## src/rtl/byte_gather_pkg.sv

```systemverilog
// Shared lane definitions for the 4-lane byte serializer and byte gatherer.
package byte_gather_pkg;

   localparam int WIDTH_DEF = 8;
   localparam int LANES     = 4;

   typedef enum logic [1:0] {
      L0 = 2'd0,
      L1 = 2'd1,
      L2 = 2'd2,
      L3 = 2'd3
   } lane_state_t;

   // Unknown-state initializer; kept beside the enum so it can carry X without aliasing L0
   localparam logic [1:0] XX = 2'bxx;

   typedef logic [WIDTH_DEF-1:0] lane_word_t [0:LANES-1];

endpackage

```

## src/rtl/byte_gather_fsm_if.sv

```systemverilog
// Serial byte input stream plus lane-parallel word output stream of the byte gatherer.
interface byte_gather_fsm_if #(parameter int WIDTH = 8);
   import byte_gather_pkg::*;

   logic             in_valid;
   logic [WIDTH-1:0] in_data;
   logic             in_sof;
   logic             in_ready;
   logic [WIDTH-1:0] out_data [0:LANES-1];
   logic             out_valid;
   logic             out_ready;

   modport master (
      output in_valid, in_data, in_sof, out_ready,
      input  in_ready, out_data, out_valid
   );

   modport slave (
      input  in_valid, in_data, in_sof, out_ready,
      output in_ready, out_data, out_valid
   );

endinterface

```

## src/rtl/byte_gather_fsm.sv

```systemverilog
// Reassembles a serial byte stream into 4-lane words, lane 0 = first byte.
// Optional BYTE_GATHER_ERR_EN adds frame_err / drop_cnt discard reporting.
//
// state | meaning
// L0    | waiting for lane 0 byte
// L1    | lane 0 held, waiting for lane 1
// L2    | lanes 0-1 held, waiting for lane 2
// L3    | lanes 0-2 held, next beat completes the word
module byte_gather_fsm
   import byte_gather_pkg::*;
#(
   parameter int WIDTH = 8
) (
   input  logic       clk,
   input  logic       reset,
`ifdef BYTE_GATHER_ERR_EN
   output logic       frame_err,
   output logic [7:0] drop_cnt,
`endif
   byte_gather_fsm_if.slave bus
);

   localparam logic [1:0] S_L0 = L0;
   localparam logic [1:0] S_L1 = L1;
   localparam logic [1:0] S_L2 = L2;
   localparam logic [1:0] S_L3 = L3;
   localparam logic [1:0] S_XX = XX;

   logic [1:0]       r_state;
   logic [1:0]       w_next;
   logic             w_in_ready;
   logic             w_beat;
   logic             w_word_done;
   logic [WIDTH-1:0] r_asm      [0:LANES-2];
   logic [WIDTH-1:0] r_out_data [0:LANES-1];
   logic             r_out_valid;

   // Stall only when the completing beat would overwrite an unconsumed word
   always_comb begin
      w_in_ready = 1'b1;
      unique case (r_state)
         S_L0, S_L1, S_L2: w_in_ready = 1'b1;
         S_L3:             w_in_ready = !(r_out_valid && !bus.out_ready);
         default:          w_in_ready = 1'bx;
      endcase
   end

   assign w_beat      = bus.in_valid && w_in_ready;
   assign w_word_done = w_beat && !bus.in_sof && (r_state == S_L3);

   // in_sof always restarts the frame with this byte in lane 0
   always_comb begin
      w_next = S_XX;
      unique case (r_state)
         S_L0:    w_next = w_beat ? S_L1 : S_L0;
         S_L1:    w_next = w_beat ? (bus.in_sof ? S_L1 : S_L2) : S_L1;
         S_L2:    w_next = w_beat ? (bus.in_sof ? S_L1 : S_L3) : S_L2;
         S_L3:    w_next = w_beat ? (bus.in_sof ? S_L1 : S_L0) : S_L3;
         default: w_next = S_XX;
      endcase
   end

   always_ff @(posedge clk) begin
      if (reset) r_state <= S_L0;
      else       r_state <= w_next;
   end

   always_ff @(posedge clk) begin
      if (reset) begin
         r_asm       <= '{default: '0};
         r_out_data  <= '{default: '0};
         r_out_valid <= 1'b0;
      end else begin
         if (w_word_done) begin
            r_out_data  <= '{r_asm[0], r_asm[1], r_asm[2], bus.in_data};
            r_out_valid <= 1'b1;
         end else if (bus.out_ready) begin
            r_out_valid <= 1'b0;
         end
         if (w_beat) begin
            if (bus.in_sof) begin
               r_asm[0] <= bus.in_data;
            end else begin
               unique case (r_state)
                  S_L0:    r_asm[0] <= bus.in_data;
                  S_L1:    r_asm[1] <= bus.in_data;
                  S_L2:    r_asm[2] <= bus.in_data;
                  S_L3:    ;
                  default: r_asm <= '{default: 'x};
               endcase
            end
         end
      end
   end

   assign bus.in_ready  = w_in_ready;
   assign bus.out_valid = r_out_valid;

   for (genvar g = 0; g < LANES; g++) begin : g_lane
      assign bus.out_data[g] = r_out_data[g];
   end

`ifdef BYTE_GATHER_ERR_EN
   logic w_discard;

   assign w_discard = w_beat && bus.in_sof && (r_state != S_L0);

   always_ff @(posedge clk) begin
      if (reset) begin
         frame_err <= 1'b0;
         drop_cnt  <= 8'd0;
      end else if (w_discard) begin
         frame_err <= 1'b1;
         if (drop_cnt != 8'hFF) drop_cnt <= drop_cnt + 8'd1;
      end
   end
`endif

endmodule

```

## src/flat_wrapper.sv

```systemverilog
// flat-port wrapper written by rule: the top's interface ports become plain ports
module byte_gather_fsm_flat import byte_gather_pkg::*;
#(
   parameter int WIDTH = 8
)
  (clk, reset, bus_in_valid, bus_in_data, bus_in_sof, bus_out_ready, bus_in_ready, bus_out_data, bus_out_valid);
  byte_gather_fsm_if #(.WIDTH(WIDTH)) bus_i ();
  input  logic clk;
  input  logic reset;
  input wire logic [$bits(bus_i.in_valid)-1:0] bus_in_valid;
  input wire logic [$bits(bus_i.in_data)-1:0] bus_in_data;
  input wire logic [$bits(bus_i.in_sof)-1:0] bus_in_sof;
  input wire logic [$bits(bus_i.out_ready)-1:0] bus_out_ready;
  output wire logic [$bits(bus_i.in_ready)-1:0] bus_in_ready;
  output wire logic [$bits(bus_i.out_data)-1:0] bus_out_data;
  output wire logic [$bits(bus_i.out_valid)-1:0] bus_out_valid;
  assign bus_i.in_valid = bus_in_valid;
  assign bus_i.in_data = bus_in_data;
  assign bus_i.in_sof = bus_in_sof;
  assign bus_i.out_ready = bus_out_ready;
  assign bus_in_ready = bus_i.in_ready;
  assign bus_out_data = {>>{bus_i.out_data}};
  assign bus_out_valid = bus_i.out_valid;
  byte_gather_fsm #(.WIDTH(WIDTH)) u_core (.clk(clk), .reset(reset), .bus(bus_i));
endmodule
```

## config.mk

```make
export PLATFORM = sky130hd
export DESIGN_NAME = byte_gather_fsm_flat
export DESIGN_NICKNAME = d
export VERILOG_FILES = /design/src/rtl/byte_gather_pkg.sv /design/src/rtl/byte_gather_fsm_if.sv /design/src/rtl/byte_gather_fsm.sv /design/src/flat_wrapper.sv
export SDC_FILE = /design/constraint.sdc
export NUM_CORES = 1
export LEC_CHECK = 0
export CORE_UTILIZATION = 45
export CTS_CLUSTER_SIZE = 30
export DETAILED_ROUTE_END_ITERATION = 10
export GPL_TIMING_DRIVEN = 0
export PLACE_DENSITY = 0.74
export SKIP_LAST_GASP = 1
export SYNTH_ARGS = -nofsm -noshare
export SYNTH_HDL_FRONTEND = slang
export SYNTH_SLANG_ARGS = --single-unit
```

## constraint.sdc

```tcl
create_clock -name clk -period 1.3 [get_ports clk]
set_clock_uncertainty 0.15 [all_clocks]
set_input_delay 0.325 -clock clk [delete_from_list [all_inputs] [get_ports clk]]
set_output_delay 0.325 -clock clk [all_outputs]
set_load 0.02 [all_outputs]
```

## Word level (Yosys, flattened, before mapping)

Index checks and enable logic that the tools add are counted.

- Logic and storage cells: 40
- Flip-flop bits (word level): 59
- Output and inout bits: 34
- Input port bits: 13

- Bitwise operators: 1
- Equal/unequal tests: 3
- Reduce and logical (&&, ||, !) cells: 14
- Mux-type cells: 13

Operators by type and width:

| operator | number |
|---|---|
| 8-bit 2-to-1 mux | 2 |
| 2-bit 2-to-1 mux | 5 |
| 2-bit one-hot mux with 4 select lines | 1 |
| 3-bit AND reduction | 2 |
| 2-bit equality test (second input constant) | 2 |
| 1-bit logical AND | 4 |
| 1-bit 2-to-1 mux | 4 |
| 2-bit nonzero test | 2 |
| 1-bit logical NOT | 3 |
| 3-bit OR reduction | 1 |
| 2-bit by 1-bit equality test with 1-bit output (second input constant) | 1 |
| 2-bit logical NOT | 1 |
| 1-bit one-hot mux with 2 select lines | 1 |
| 2-bit AND reduction | 1 |
| 1-bit NOT | 1 |

## Depth between registers and ports, before layout

Gate-level depths: netlist of run 1.

- Depth after elaboration: 8
- Mapped depth: 6
- Depth with buffers taken out: 3

## Least setup slack after synthesis of run 1

OpenSTA, ideal clock, no wires.

- Path kind: register -> register
- Start point: register u_core.r_out_valid, in the netlist u_core.bus.out_valid
- End point: register u_core.r_asm[16] (netlist name)
- Arrival time: 1.258 ns
- Buffers on the path: 1
- Slack: -0.228 ns
- Period minus slack after synthesis: 1.528 ns
- Required time: 1.030 ns
- Cell stages (with the launch flop): 5
- Cells stage by stage: dfxtp_1 > nand4b_1 > o211a_1 > buf_4 > mux2i_1

- Longest elaborated chain between the ends: 5

RTL lines:

| what | line | RTL |
|---|---|---|
| start: declaration | byte_gather_fsm.sv:36 | `logic r_out_valid;` |
| start signal: assignment | byte_gather_fsm.sv:72 | `r_out_valid <= 1'b0;` |
| start signal: assignment | byte_gather_fsm.sv:76 | `r_out_valid <= 1'b1;` |
| start signal: assignment | byte_gather_fsm.sv:78 | `r_out_valid <= 1'b0;` |
| 1-bit logical AND | byte_gather_fsm.sv:43 | `S_L3: w_in_ready = !(r_out_valid && !bus.out_ready);` |
| 1-bit logical NOT | byte_gather_fsm.sv:43 |  |
| 1-bit one-hot mux with 2 select lines | byte_gather_fsm.sv:41 | `unique case (r_state)` |
| named net bus_in_ready | flat_wrapper.sv:14 | `output wire logic [$bits(bus_i.in_ready)-1:0] bus_in_ready;` |
| 1-bit logical AND | byte_gather_fsm.sv:48 | `assign w_beat = bus.in_valid && w_in_ready;` |
| 2-bit AND reduction (no line) | - |  |
| end: declaration | byte_gather_fsm.sv:34 | `logic [WIDTH-1:0] r_asm [0:LANES-2];` |

The timed path passes the listed nets, and every way through them passes these cells.
A chain may end at the register's enable or synchronous reset.

## Final worst setup path of run 1

- Start point: register u_core.r_state[1]
- End point: output port bus_in_ready

- Longest elaborated chain between the ends: 3
- Elaborated cells on any way between the ends: 6
- Classes of those cells: eq/ne: 3; mux: 1; reduce/logical: 2

RTL lines:

| what | line | RTL |
|---|---|---|
| start: declaration | byte_gather_fsm.sv:29 | `logic [1:0] r_state;` |
| start signal: assignment | byte_gather_fsm.sv:65 | `else r_state <= w_next;` |
| 2-bit by 1-bit equality test with 1-bit output, or another cell as far along | byte_gather_fsm.sv:41 |  |
| 3-bit OR reduction | byte_gather_fsm.sv:41 |  |
| 1-bit one-hot mux with 2 select lines * | byte_gather_fsm.sv:41 |  |
| end: declaration | flat_wrapper.sv:14 |  |

Every way passes the cells marked *; elsewhere a longest branch is shown, timed or not.

==> results of run 1 <==
## how the worst min path moves through the flow
stage                startpoint                       to  cells past startpoint
2_1_floorplan   u_core.r_asm[2]  u_core.bus.out_data[10]                      2
4_1_cts         u_core.r_asm[6]  u_core.bus.out_data[14]                      2
6_report       u_core.r_asm[19]  u_core.bus.out_data[27]                      2
5_1_grt        u_core.r_asm[18]  u_core.bus.out_data[26]                      2
3_3_place_gp   u_core.r_asm[19]  u_core.bus.out_data[27]                      2
3_5_place_dp    u_core.r_asm[5]  u_core.bus.out_data[13]                      2
## worst max-delay path: stages (launching register included)
cell      delay [ns]
dfxtp_4         0.37
nand4b_1        0.12
buf_4           0.18
## power groups by stage
stage	combinational, mW	sequential (mW)	clock [mW]
2_1_floorplan	0.122	1.89	0
3_3_place_gp	0.210	1.89	0
3_5_place_dp	0.213	1.89	0
4_1_cts	0.233	1.85	1.41
5_1_grt	0.270	1.86	1.52
6_report	0.257	1.86	1.42
## cell families after synthesis
family          synth area share (%)
simple gates                    18.0
compound gates                  15.2
flops                           50.3
buf+inv                         6.34
mux                             10.2
## placed cells by master (no fill, tap or decap)
cell type / Yosys / layout
clkinv_2: 0 / 3
nand4b_1: 2 / 2
and4b_1: 1 / 1
nor2_4: 0 / 1
and2b_1: 1 / 1
nand3_2: 0 / 16
dfxtp_4: 0 / 3
nand2_1: 1 / 1
nand2b_1: 17 / 17
nor2_1: 18 / 17
mux2i_1: 24 / 23
and4bb_2: 2 / 2
clkbuf_2: 2 / 8
o22ai_1: 1 / 1
o21ai_1: 0 / 5
nand3b_1: 1 / 1
nand3_1: 32 / 7
clkbuf_4: 0 / 3
dfxtp_2: 0 / 26
clkdlybuf4s50_1: 0 / 9
o211a_1: 1 / 1
clkbuf_16: 0 / 1
buf_6: 5 / 36
dfxtp_1: 59 / 30
buf_4: 2 / 14
buf_8: 0 / 6
nor3b_1: 1 / 1
nand3_4: 0 / 9
mux2i_2: 0 / 1
clkbuf_1: 14 / 3
buf_2: 3 / 1
clkbuf_8: 0 / 10
and3b_1: 1 / 1
o21ai_0: 34 / 29
a21oi_2: 0 / 21
a21oi_1: 34 / 13
dlygate4sd2_1: 0 / 3
## final cells by class
| type | count | area (um2) | share of cell area, % |
|---|---|---|---|
| multi-input combinational | 171 | 1300 | 36.3 |
| sequential | 59 | 1220 | 34.2 |
| clock buffer | 12 | 145 | 4.05 |
| clock inverter | 3 | 15.0 | 0.419 |
| tap | 67 | 83.8 | 2.34 |
| timing repair buffer | 58 | 607 | 16.9 |
| buffer | 24 | 206 | 5.76 |
## registers in the layout, summed over array words and instances, names as in the netlist
| signal | flops |
|---|---|
| u_core.bus.out_data | 32 |
| u_core.r_state | 2 |
| u_core.bus.out_valid | 1 |
| u_core.r_asm | 24 |
## layer usage
metal  up-vias  GRT usage (%)
met5         -              0
met4         0           9.43
met3        14           6.23
met2        69           34.4
met1      1044           31.8
li1       1028              -
## stage by stage
step,cell area [um2],instances,utilization (%)
after floorplan,2370,256,-
after global placement,2910,369,59.7
after detailed placement,2910,369,59.7
after CTS,3060,392,62.7
after global routing,3580,394,73.4
final,3580,394,73.4
## what timing repair did
item,CTS,global route
cloned,2,1
endpoints found under the setup margin,93,93
pin swaps,6,42
hold buffers,0,0
setup buffers,7,3
gates resized for setup,185,154
==> impl_metrics.tcl, run 1 <==
set metrics [dict create \
    wirelength_um 6460 \
    leakage_nw 1.27 \
    cp.required_ns 0.82 \
    cts_buffer_depth 2 \
    row_count 25 \
    ys.flop_type "dfxtp_1" \
    cts_root_buffer "clkbuf_8" \
    async_reset_ff_share_pct 0 \
    avgSynthCellArea_um2 9.17 \
    syn_nets 269 \
    die_area_um2 5510 \
    setup_tns_ns -6.77 \
    hp-class "reg -> reg" \
    power_mw 3.53 \
    synth_top_cell_by_area "dfxtp_1" \
    viasPerCell 5.47 \
    p_sw_uw 852 \
    startpoint_type "flop" \
    fin_crit_ns 1.49 \
    grt_max_degree 11 \
    vdd_drop_max_uv 823 \
    drtAntennaViolNets 0 \
    drc 0 \
    finalSetupViolCount 57 \
    grt_usage_pct 23.1 \
    fin_nets 336 \
    rr_worst_depth 6 \
    startpoint "u_core.r_state[1]" \
    synth_most_common_cell "dfxtp_1" \
    worstPathMaxFanout 5 \
    wl_met2_um 3010 \
    max_clock_freq_mhz 673 \
    gp_congestion 0.817 \
    setup_slack_ns -0.187 \
    status "finished, violations left" \
    wl_met1_um 3010 \
    reg2reg_from "u_core.r_state[1]" \
    post-place-ws_ns -0.783 \
    critPathKind "reg -> out" \
    dieWidth_um 74.2 \
    r2r_setup_slack_ns -0.18 \
    yosys-top-cells-area "dfxtp_1 50%, mux2i_1 10%, a21oi_1 7.2%" \
    num_vias 2155 \
    rsz0062_at_grt "true" \
    tritoncts "built" \
    max_slew_margin_pct 77.0 \
    routed.top_layer "met4" \
    synth-seq-area-share_pct 50.3 \
    insertion_delay_ns 0.34 \
    io_pins 47 \
    antenna_found_initial 0 \
    ys_types 22 \
    synth_area_um2 2350 \
    slew_viol_final 0 \
    synth_common_cells "59 x dfxtp_1, 34 x a21oi_1, 34 x o21ai_0, 32 x nand3_1, 24 x mux2i_1" \
    synth_top_area_share_pct 50.3 \
    wl_met3_um 334 \
    core-area_um2 4880 \
    htree_levels 3 \
    tightest_slew_ns 0.345 \
    wl_per_cell_um 16.4 \
    drive_above_1_share_pct 49.2 \
    grt_overflow_total 0 \
    clk_pin_slew_ns 0.07 \
    dr.pass1.iters 4 \
    finalCritPeriodShare_pct 114 \
    whs_ns 0.320 \
    p_per_area_nw_per_um2 986 \
    synth_edf_count 0 \
    dpl.hpwl_um 3720 \
    critPathArrivalTime_ns 1.01 \
    p_comb_share_pct 7.3 \
    power.internal_mw 2.68 \
    die_y_um 74.2 \
    endpoint "bus_in_ready" \
    grt_first_pass_wirelength_um 9270 \
    p_clk_share_pct 40.1 \
    num-fill-cells 356 \
    n_antenna_cell 0 \
    dr.first_iter.drc_count 116 \
    area_growth_pct 52.6 \
    postSynthCellCount 256 \
    seqPwrFrac_pct 52.6 \
    grt_pass1_vias 1889 \
    yosysWarnings 0 \
    numClockSinks 59 \
    violations "negative setup slack" \
    yosys_register_bits 59 \
    r2r_end "u_core.bus.out_data[29]" \
    start_util_pct 48.1 \
    critPathCaptureType "output pin" \
    max_cap_violations 0 \
    cts_made_buffers 9 \
    hold_viol 0 \
    portBuffers 46 \
    switching_share_pct 24.1 \
]
(Power assumes the default switching activity.)
==> run 2, diff against run 1 <==
Settings changed: CORE_ASPECT_RATIO from default to 0.5.
==> impl_metrics.tcl, run 2 (synthesis gave the netlist of run 1 again) <==
set metrics [dict create \
    status "finished, violations left" \
    violations "negative setup slack" \
    numClockSinks 59 \
    dr.pass1.iters 4 \
    cts_made_buffers 9 \
    vdd_drop_max_uv 657 \
    die_area_um2 5530 \
    setup_slack_ns -0.265 \
    fin_cells 399 \
    dieWidth_um 104 \
    grt_max_degree 11 \
    dr.first_iter.drc_count 109 \
    portBuffers 46 \
    row_count 18 \
    drc 0 \
    clk_pin_slew_ns 0.07 \
    start_util_pct 47.2 \
    cp.required_ns 1.39 \
    critPathCaptureType "flop" \
    slew_viol_final 0 \
    viasPerCell 5.46 \
    core-area_um2 4980 \
    max_cap_violations 0 \
    rsz0062_at_grt "true" \
    cts_buffer_depth 2 \
    final_cell_mix "38 x buf_6, 29 x dfxtp_2, 29 x dfxtp_1" \
    gp_congestion 0.807 \
    grt_overflow_total 0 \
    wl_per_cell_um 17.2 \
    tritoncts "built" \
    leakage_nw 1.28 \
    num-fill-cells 356 \
    io_pins 47 \
    area_growth_pct 53.3 \
    die_y_um 53.1 \
    num_vias 2177 \
    critPathArrivalTime_ns 1.65 \
    max_slew_margin_pct 74.8 \
    finalSetupViolCount 57 \
    final_core_util_pct 72.3 \
    finalCritPeriodShare_pct 120 \
    critPathKind "reg -> reg" \
    dpl.hpwl_um 4040 \
    whs_path_depth 2 \
    wirelength_um 6850 \
    insertion_delay_ns 0.34 \
    setup_tns_ns -10.56 \
    cts_root_buffer "clkbuf_8" \
    max_clock_freq_mhz 639 \
    final_common_cell "buf_6" \
    hp-class "reg -> reg" \
    htree_levels 3 \
    n_antenna_cell 0 \
    fin_nets 337 \
    antenna_found_initial 0 \
    drive_above_1_share_pct 46.8 \
    rr_worst_depth 6 \
    placedCellCount 372 \
    grt_pass1_vias 1937 \
    largest_register_ffs 32 \
    tightest_slew_ns 0.379 \
    grt_first_pass_wirelength_um 9870 \
    startpoint_type "flop" \
    fin_crit_ns 1.57 \
    worstPathMaxFanout 8 \
    drtAntennaViolNets 0 \
    grt_usage_pct 24.3 \
    p_per_area_nw_per_um2 1000 \
    hold_viol 0 \
]
run 2: changes by cell type in the layout (fill, tap and decap cells not counted), moves of 2 or more:
cell / before / now
o21ai_1: 5 / 8
buf_6: 36 / 38
buf_4: 14 / 12
clkbuf_8: 10 / 13
dfxtp_4: 3 / 1
a21oi_2: 21 / 18
dfxtp_2: 26 / 29
clkbuf_4: 3 / 1
nand3_2: 16 / 10
nand3_1: 7 / 12
o21ai_0: 29 / 25
a21oi_1: 13 / 16
run 2: layer usage:
layer	vias to the layer above	routed length, um	GRT usage, %
li1	1031	-	-
met1	1064	2940	29.9
met2	63	3320	40.4
met3	19	430	7.27
met4	0	147	10.5
met5	-	0	0
run 2: worst paths after layout:
kind                                        start                      end  slack, ns
worst min-delay path             u_core.r_asm[13]  u_core.bus.out_data[21]       0.31
worst min register to register   u_core.r_asm[13]  u_core.bus.out_data[21]       0.31
worst max register to register  u_core.r_state[0]          u_core.r_asm[7]      -0.27
worst max-delay path            u_core.r_state[0]          u_core.r_asm[7]      -0.27
run 2: worst max-delay path, cell delays in order, from the launching register on:
cell	delay, ns
dfxtp_2	0.32
buf_6	0.12
buf_12	0.12
and4bb_2	0.30
buf_8	0.15
mux2i_1	0.22
nor2_1	0.07
run 2: through the flow:
| step | total power, mW | hold WS [ns] | cell area, um2 | setup WS (ns) |
|---|---|---|---|---|
| 6_report | 3.62 | 0.314 | 3600 | -0.265 |
| 5_1_grt | 3.72 | 0.327 | 3600 | -0.309 |
| 4_1_cts | 3.59 | 0.320 | 3200 | -0.261 |
| 3_5_place_dp | 2.11 | 0.310 | 2920 | -0.886 |
| 3_3_place_gp | 2.10 | 0.305 | 2920 | -0.810 |
| 2_1_floorplan | 2.01 | 0.293 | 2370 | -0.113 |
run 2: final cells by class:
| cell class | count | area (um2) | share of cell area, % |
|---|---|---|---|
| clock buffers | 14 | 163 | 4.52 |
| plain buffers | 26 | 239 | 6.64 |
| well taps | 70 | 87.6 | 2.43 |
| clock inverters | 2 | 10.0 | 0.278 |
| repair buffers | 57 | 614 | 17.1 |
| flip-flops and latches | 59 | 1220 | 33.9 |
| multi-input cells | 171 | 1260 | 35.1 |
run 2: power by group:
group / internal [mW] / switching, mW / leakage (nW) / total (mW)
Combinational: 0.130 / 0.133 / 0.701 / 0.262
Clock: 0.791 / 0.702 / 0.0905 / 1.49
Sequential: 1.84 / 0.0240 / 0.493 / 1.86
run 2: repair_timing:
item	CTS	global route
cloned	3	1
endpoints found under the hold margin	0	0
hold buffers	0	0
buffers inserted	6	2
pin swaps	20	25
resized for setup	216	118
setup endpoints to repair	93	93
